--- config.mk ---
export PLATFORM = sky130hd
export DESIGN_NAME = hazard_detection_unit_mc
export DESIGN_NICKNAME = d
export VERILOG_FILES = /design/src/rtl/hazard_detection_unit_mc.sv
export SDC_FILE = /design/constraint.sdc
export NUM_CORES = 1
export LEC_CHECK = 0
export CORE_AREA = 2 2 39 41
export DETAILED_ROUTE_END_ITERATION = 8
export DIE_AREA = 0 0 41 43
export DONT_BUFFER_PORTS = 1
export GPL_TIMING_DRIVEN = 0
export PLACE_DENSITY = 0.3
export SYNTH_ARGS = -nofsm -noshare
export SYNTH_HDL_FRONTEND = slang
export SYNTH_SLANG_ARGS = --single-unit
--- constraint.sdc ---
create_clock -name clk -period 1.2 [get_ports clk]
set_clock_uncertainty 0.15 [all_clocks]
set_input_delay 0.24 -clock clk [delete_from_list [all_inputs] [get_ports clk]]
set_output_delay 0.24 -clock clk [all_outputs]
set_load 0.05 [all_outputs]
--- src/rtl/hazard_detection_unit_mc.sv ---
// Load-use stall and branch/jump IF/ID flush controller with multi-cycle hold.
// Optional per-cycle stall/flush counters are compiled in with `define HAZARD_STATS_EN.
module hazard_detection_unit_mc #(
  parameter int REG_ADDR_W         = 4,
  parameter int LOAD_STALL         = 1,
  parameter int FLUSH_CYCLES       = 1,
  parameter int ZERO_REG_HARDWIRED = 1
) (
  input  logic                  clk,
  input  logic                  rest,
  input  logic                  IDEX_MemRead,
  input  logic                  IDEX_RegWrite,
  input  logic [REG_ADDR_W-1:0] IDEX_Rd,
  input  logic [REG_ADDR_W-1:0] IFID_Rs,
  input  logic [REG_ADDR_W-1:0] IFID_Rt,
  input  logic                  IFID_UsesRt,
  input  logic                  Branch,
  input  logic                  Jump,
  output logic                  ControllSignal,
  output logic                  FrezeIFID,
  output logic                  FrezePC,
  output logic                  FlushIFID,
  output logic                  Busy
`ifdef HAZARD_STATS_EN
  ,
  output logic [15:0]           StallCount,
  output logic [15:0]           FlushCount
`endif
);

  typedef enum logic [1:0] {IDLE, STALL, FLUSH} state_t;

  localparam logic [3:0] STALL_LOAD = 4'(LOAD_STALL - 1);
  localparam logic [3:0] FLUSH_LOAD = 4'(FLUSH_CYCLES - 1);

  state_t     state, state_nxt;
  logic [3:0] cnt, cnt_nxt;
  logic       hz, br, zero_block;

  assign zero_block = (ZERO_REG_HARDWIRED != 0) && (IDEX_Rd == '0);
  assign hz = IDEX_MemRead && IDEX_RegWrite && !zero_block &&
              ((IFID_Rs == IDEX_Rd) || (IFID_UsesRt && (IFID_Rt == IDEX_Rd)));
  assign br = Branch | Jump;

  // NOTE: every signal written here gets a default first, so no path leaves it
  // unassigned and no latch is inferred.
  always_comb begin
    ControllSignal = 1'b1;
    FrezeIFID      = 1'b0;
    FrezePC        = 1'b0;
    FlushIFID      = 1'b0;
    state_nxt      = state;
    cnt_nxt        = cnt;
    if (br) begin
      // A resolved branch/jump wins over any stall or flush in progress.
      FlushIFID = 1'b1;
      if (FLUSH_CYCLES > 1) begin
        state_nxt = FLUSH;
        cnt_nxt   = FLUSH_LOAD;
      end else begin
        state_nxt = IDLE;
        cnt_nxt   = '0;
      end
    end else begin
      unique case (state)
        IDLE: begin
          if (hz) begin
            ControllSignal = 1'b0;
            FrezeIFID      = 1'b1;
            FrezePC        = 1'b1;
            if (LOAD_STALL > 1) begin
              state_nxt = STALL;
              cnt_nxt   = STALL_LOAD;
            end
          end
        end
        STALL, FLUSH: begin
          if (state == STALL) begin
            ControllSignal = 1'b0;
            FrezeIFID      = 1'b1;
            FrezePC        = 1'b1;
          end else begin
            FlushIFID = 1'b1;
          end
          if (cnt == 4'd1) begin
            state_nxt = IDLE;
            cnt_nxt   = '0;
          end else begin
            cnt_nxt = cnt - 4'd1;
          end
        end
        default: begin
          state_nxt = IDLE;
          cnt_nxt   = '0;
        end
      endcase
    end
    // Outputs are forced to their idle values for as long as reset is held.
    if (!rest) begin
      ControllSignal = 1'b1;
      FrezeIFID      = 1'b0;
      FrezePC        = 1'b0;
      FlushIFID      = 1'b0;
    end
  end

  // NOTE: sequential state uses non-blocking assignments so every register
  // samples pre-edge values regardless of block ordering.
  always_ff @(posedge clk or negedge rest) begin
    if (!rest) begin
      state <= IDLE;
      cnt   <= '0;
    end else begin
      state <= state_nxt;
      cnt   <= cnt_nxt;
    end
  end

  assign Busy = (state != IDLE);

`ifdef HAZARD_STATS_EN
  always_ff @(posedge clk or negedge rest) begin
    if (!rest) begin
      StallCount <= '0;
      FlushCount <= '0;
    end else begin
      if (FrezePC && (StallCount != 16'hFFFF)) StallCount <= StallCount + 16'd1;
      if (FlushIFID && (FlushCount != 16'hFFFF)) FlushCount <= FlushCount + 16'd1;
    end
  end
`endif

endmodule

Yosys cells after proc, flatten, opt, wreduce, memory -nomap -nowiden
Index checks and enable logic that the tools add are counted.

word-level totals
  register bits after elaboration = 6
  input port bits = 19
  output and inout port bits = 5
  logic and storage cells = 41

operators by class
  add/subtract/negate cells = 1
  equal/unequal tests = 7
  muxes and demuxes = 19
  bitwise gates (word level) = 1
  reduce and logical (&&, ||, !) cells = 11

operators with widths
  cell                   number
  $mux W1                11
  $eq A4 B4 Y1           2
  $mux W4                2
  $pmux W4 S2            1
  $eq A4 B1 Y1 const B   1
  $logic_and A1 B1 Y1    4
  $logic_not A4 Y1       1
  $mux W2                2
  $pmux W1 S2            2
  $pmux W2 S2            1
  $sub A4 B1 Y4 const B  1
  $ne A3 B3 Y1 const B   1
  $eq A2 B1 Y1 const B   1
  $eq A2 B2 Y1 const B   1
  $logic_not A2 Y1       1
  $ne A2 B2 Y1 const B   1
  $reduce_and A2 Y1      1
  $reduce_bool A2 Y1     1
  $reduce_or A2 Y1       1
  $logic_not A1 Y1       1
  $logic_or A1 B1 Y1     1
  $or A1 B1 Y1           1

Depth between registers and ports, before layout
  depth after elaboration = 8
  gate-level depth with buffers = 5
  depth with buffers taken out = 4

Worst setup path before layout
Ideal clock, no wire load.

  kind = input to output
  start = input port IDEX_Rd[3]
  end = output port FrezePC
  arrival = 1345 ps
  required time = 810 ps
  slack = -535 ps
  stages on the path = 5
  buffers on the path = 1
  path through = xnor2_1 > nand3_1 > o21ai_1 > and2_1 > buf_4

on the way
  cells in the longest elaborated chain, start to end = 8
  elaborated cells between the ends (all ways) = 12
  those cells by class = 2 x eq/ne; 4 x mux; 6 x reduce/logical

ends and longest elaborated chain
  what                                                       line    source
  start, declared                                            13      input logic [REG_ADDR_W-1:0] IDEX_Rd,
  $eq A4 B4 Y1 or $logic_not A4 Y1 (tied branches)           42, 40
  $logic_and A1 B1 Y1 or $logic_not A1 Y1 (tied branches)    42, 41
  $logic_or A1 B1 Y1 or $logic_and A1 B1 Y1 (tied branches)  42, 41
  $logic_and A1 B1 Y1 (*)                                    41      assign hz = IDEX_MemRead && IDEX_RegWrite && !zero_block &&
  $mux W1 (*)                                                --
  $pmux W1 S2 (*)                                            --
  $mux W1 (*) (2 in a row)                                   --
  end, declared                                              21      output logic FrezePC,

Every way passes the cells marked *; elsewhere a longest branch is shown, timed or not.

Final worst setup path
  start = input port IDEX_Rd[1]
  end = output port FrezePC

The elaborated chain is that of the path after synthesis.

==> impl_metrics.tcl <==
set metrics [dict create \
    pre_cts_ws_ns -0.261 \
    cp_cell_sequence "xnor2_4 -> nand3_2 -> o21ai_2 -> and2_4 -> buf_8" \
    fin_crit_ns 1.42 \
    min-delay-start "Branch" \
    hold_violations 0 \
    port_buffers 0 \
    startpoint_type "input port" \
    synth_top_area_cell "xnor2_1" \
    rsz0062_at_grt "yes" \
    yosys.cell_types.count 11 \
    critPathRequiredTime_ns 0.81 \
    drive_gt1_share_pct 68.2 \
    p_leak_nw 0.102 \
    syn_area_per_cell_sq_um 6.60 \
    grt_overflow_total 0 \
    maxSlewViolCount 0 \
    routedWlPerCell_microns 11.1 \
    regArea_sq_um 0 \
    area_growth_syn_to_layout_pct 113 \
    critPathKind "in2out" \
    synth_common_cells "xnor2_1, buf_4, nand2_1, nand4_1, nor2_1" \
    finalCritPeriodShare_pct 119 \
    worst_pin_slew_ns 0.547 \
    gp_congestion 0.653 \
    violations "negative setup slack" \
    cp_slowest_stage_delay_ns 0.26 \
    setup_viol 3 \
    fp.dieH_microns 43 \
    fin_cells 38 \
    synth_top_area_share_pct 48.3 \
    first_pass_iters 1 \
    design_area_sq_um 309 \
    antennaDiodeCount 0 \
    nClkBuffers 0 \
    pin_count 24 \
    max_slew_margin_pct 63.4 \
    cp-startpoint "IDEX_Rd[1]" \
    cts_hold_buf 0 \
    place_area_sq_um 198 \
    antenna_found_initial 0 \
    num_vias 147 \
    path_delay_family "simple AND/OR/NAND/NOR gates" \
    worst-path-buf-inv 1 \
    cp.arrival_ns 1.03 \
    syn-num-nets 41 \
    synth_area_leaders "xnor2_1, buf_4, nand4_1, nand2_1, nor2_1" \
    track_usage_pct 4.41 \
    worstPathMaxFanout 3 \
    die_width_microns 41 \
    drtIter0Drc 0 \
    hold_slack_ns 0.532 \
    status "complete, but fails checks" \
    ys_warn_count 0 \
    grt_pass1_vias 151 \
    dp.cells 38 \
    grt_pass1_wl_microns 565 \
    hp-class "in2out" \
    rows 14 \
    route.detailed.drc 0 \
    design.seq.count 0 \
    synth-seq-area-share_pct 0 \
    ant_nets 0 \
    critPathCaptureType "output pin" \
    via_per_inst 3.87 \
    fill_cells 144 \
    start_util_pct 10.5 \
    grt_max_degree 4 \
    peakVddDrop_mv 0.0894 \
    yosysMostFrequentCell "xnor2_1" \
    synth_area_sq_um 145 \
    power_density_nw_per_um2 316 \
    wl_microns 420 \
    tns_ns -0.394 \
    nNetsFinal 43 \
    timing.fmax_mhz 702 \
    core_area_sq_um 1380 \
    die_area_sq_um 1760 \
    slowest_stage "and2_4" \
    final.setup.worst_slack_ns -0.224 \
    drv_cap 0 \
    syn_inst 22 \
]
## timing repair
action                     CTS  global route
pin swaps                    2             4
gates resized for setup     11             4
setup endpoints to repair    4             3
setup buffers                0             0
## layer usage
metal  track usage (%)  wire length [microns]  vias to the layer above
li1                  -                      -                       72
met1              5.43                    134                       59
met2              7.81                    195                       16
met3              1.05                     90                        0
met4                 0                      0                        0
met5                 0                      0                        -
## logic make-up (layout without fill, tap and decap cells)
| group | Yosys count | after routing | share of synthesized area [%] |
|---|---|---|---|
| AO/OA/AOI/OAI | 1 | 1 | 3.44 |
| XOR/XNOR | 8 | 8 | 48.3 |
| buffers and inverters | 2 | 2 | 10.3 |
| other | 1 | 1 | 2.58 |
| AND/OR/NAND/NOR | 10 | 10 | 35.4 |
## report_power, final
part	internal (mW)	switching (mW)
Clock	0	0
Sequential	0	0
Combinational	0.0647	0.0330
## worst paths after layout
path | endpoint | slack [ns] | depth (start not counted)
worst max-delay path | FrezePC | -0.22 | 5
worst min-delay path | FlushIFID | 0.53 | 2
## area by class of cell
class | instances | area, sq um | share of cell area, %
buffer | 2 | 22.5 | 7.29
multi-input combinational | 20 | 267 | 86.2
tap | 16 | 20.0 | 6.48
## cells in the final DEF (no fill, tap or decap), drive strengths merged
cell,n
xnor2,8
nand4,2
nand2,2
nor2,2
buf,2
nor4,1
nand3,1
o21ai,1
nor2b,1
and2,1
conb,1
## stage by stage
step           power, mW  util [%]
6_report          0.0977      22.3
5_1_grt            0.103      22.3
4_1_cts           0.0871      19.7
3_5_place_dp      0.0617      14.3
3_3_place_gp      0.0617      14.3
2_1_floorplan     0.0581         -
Power figures use the tool's default switching activity.
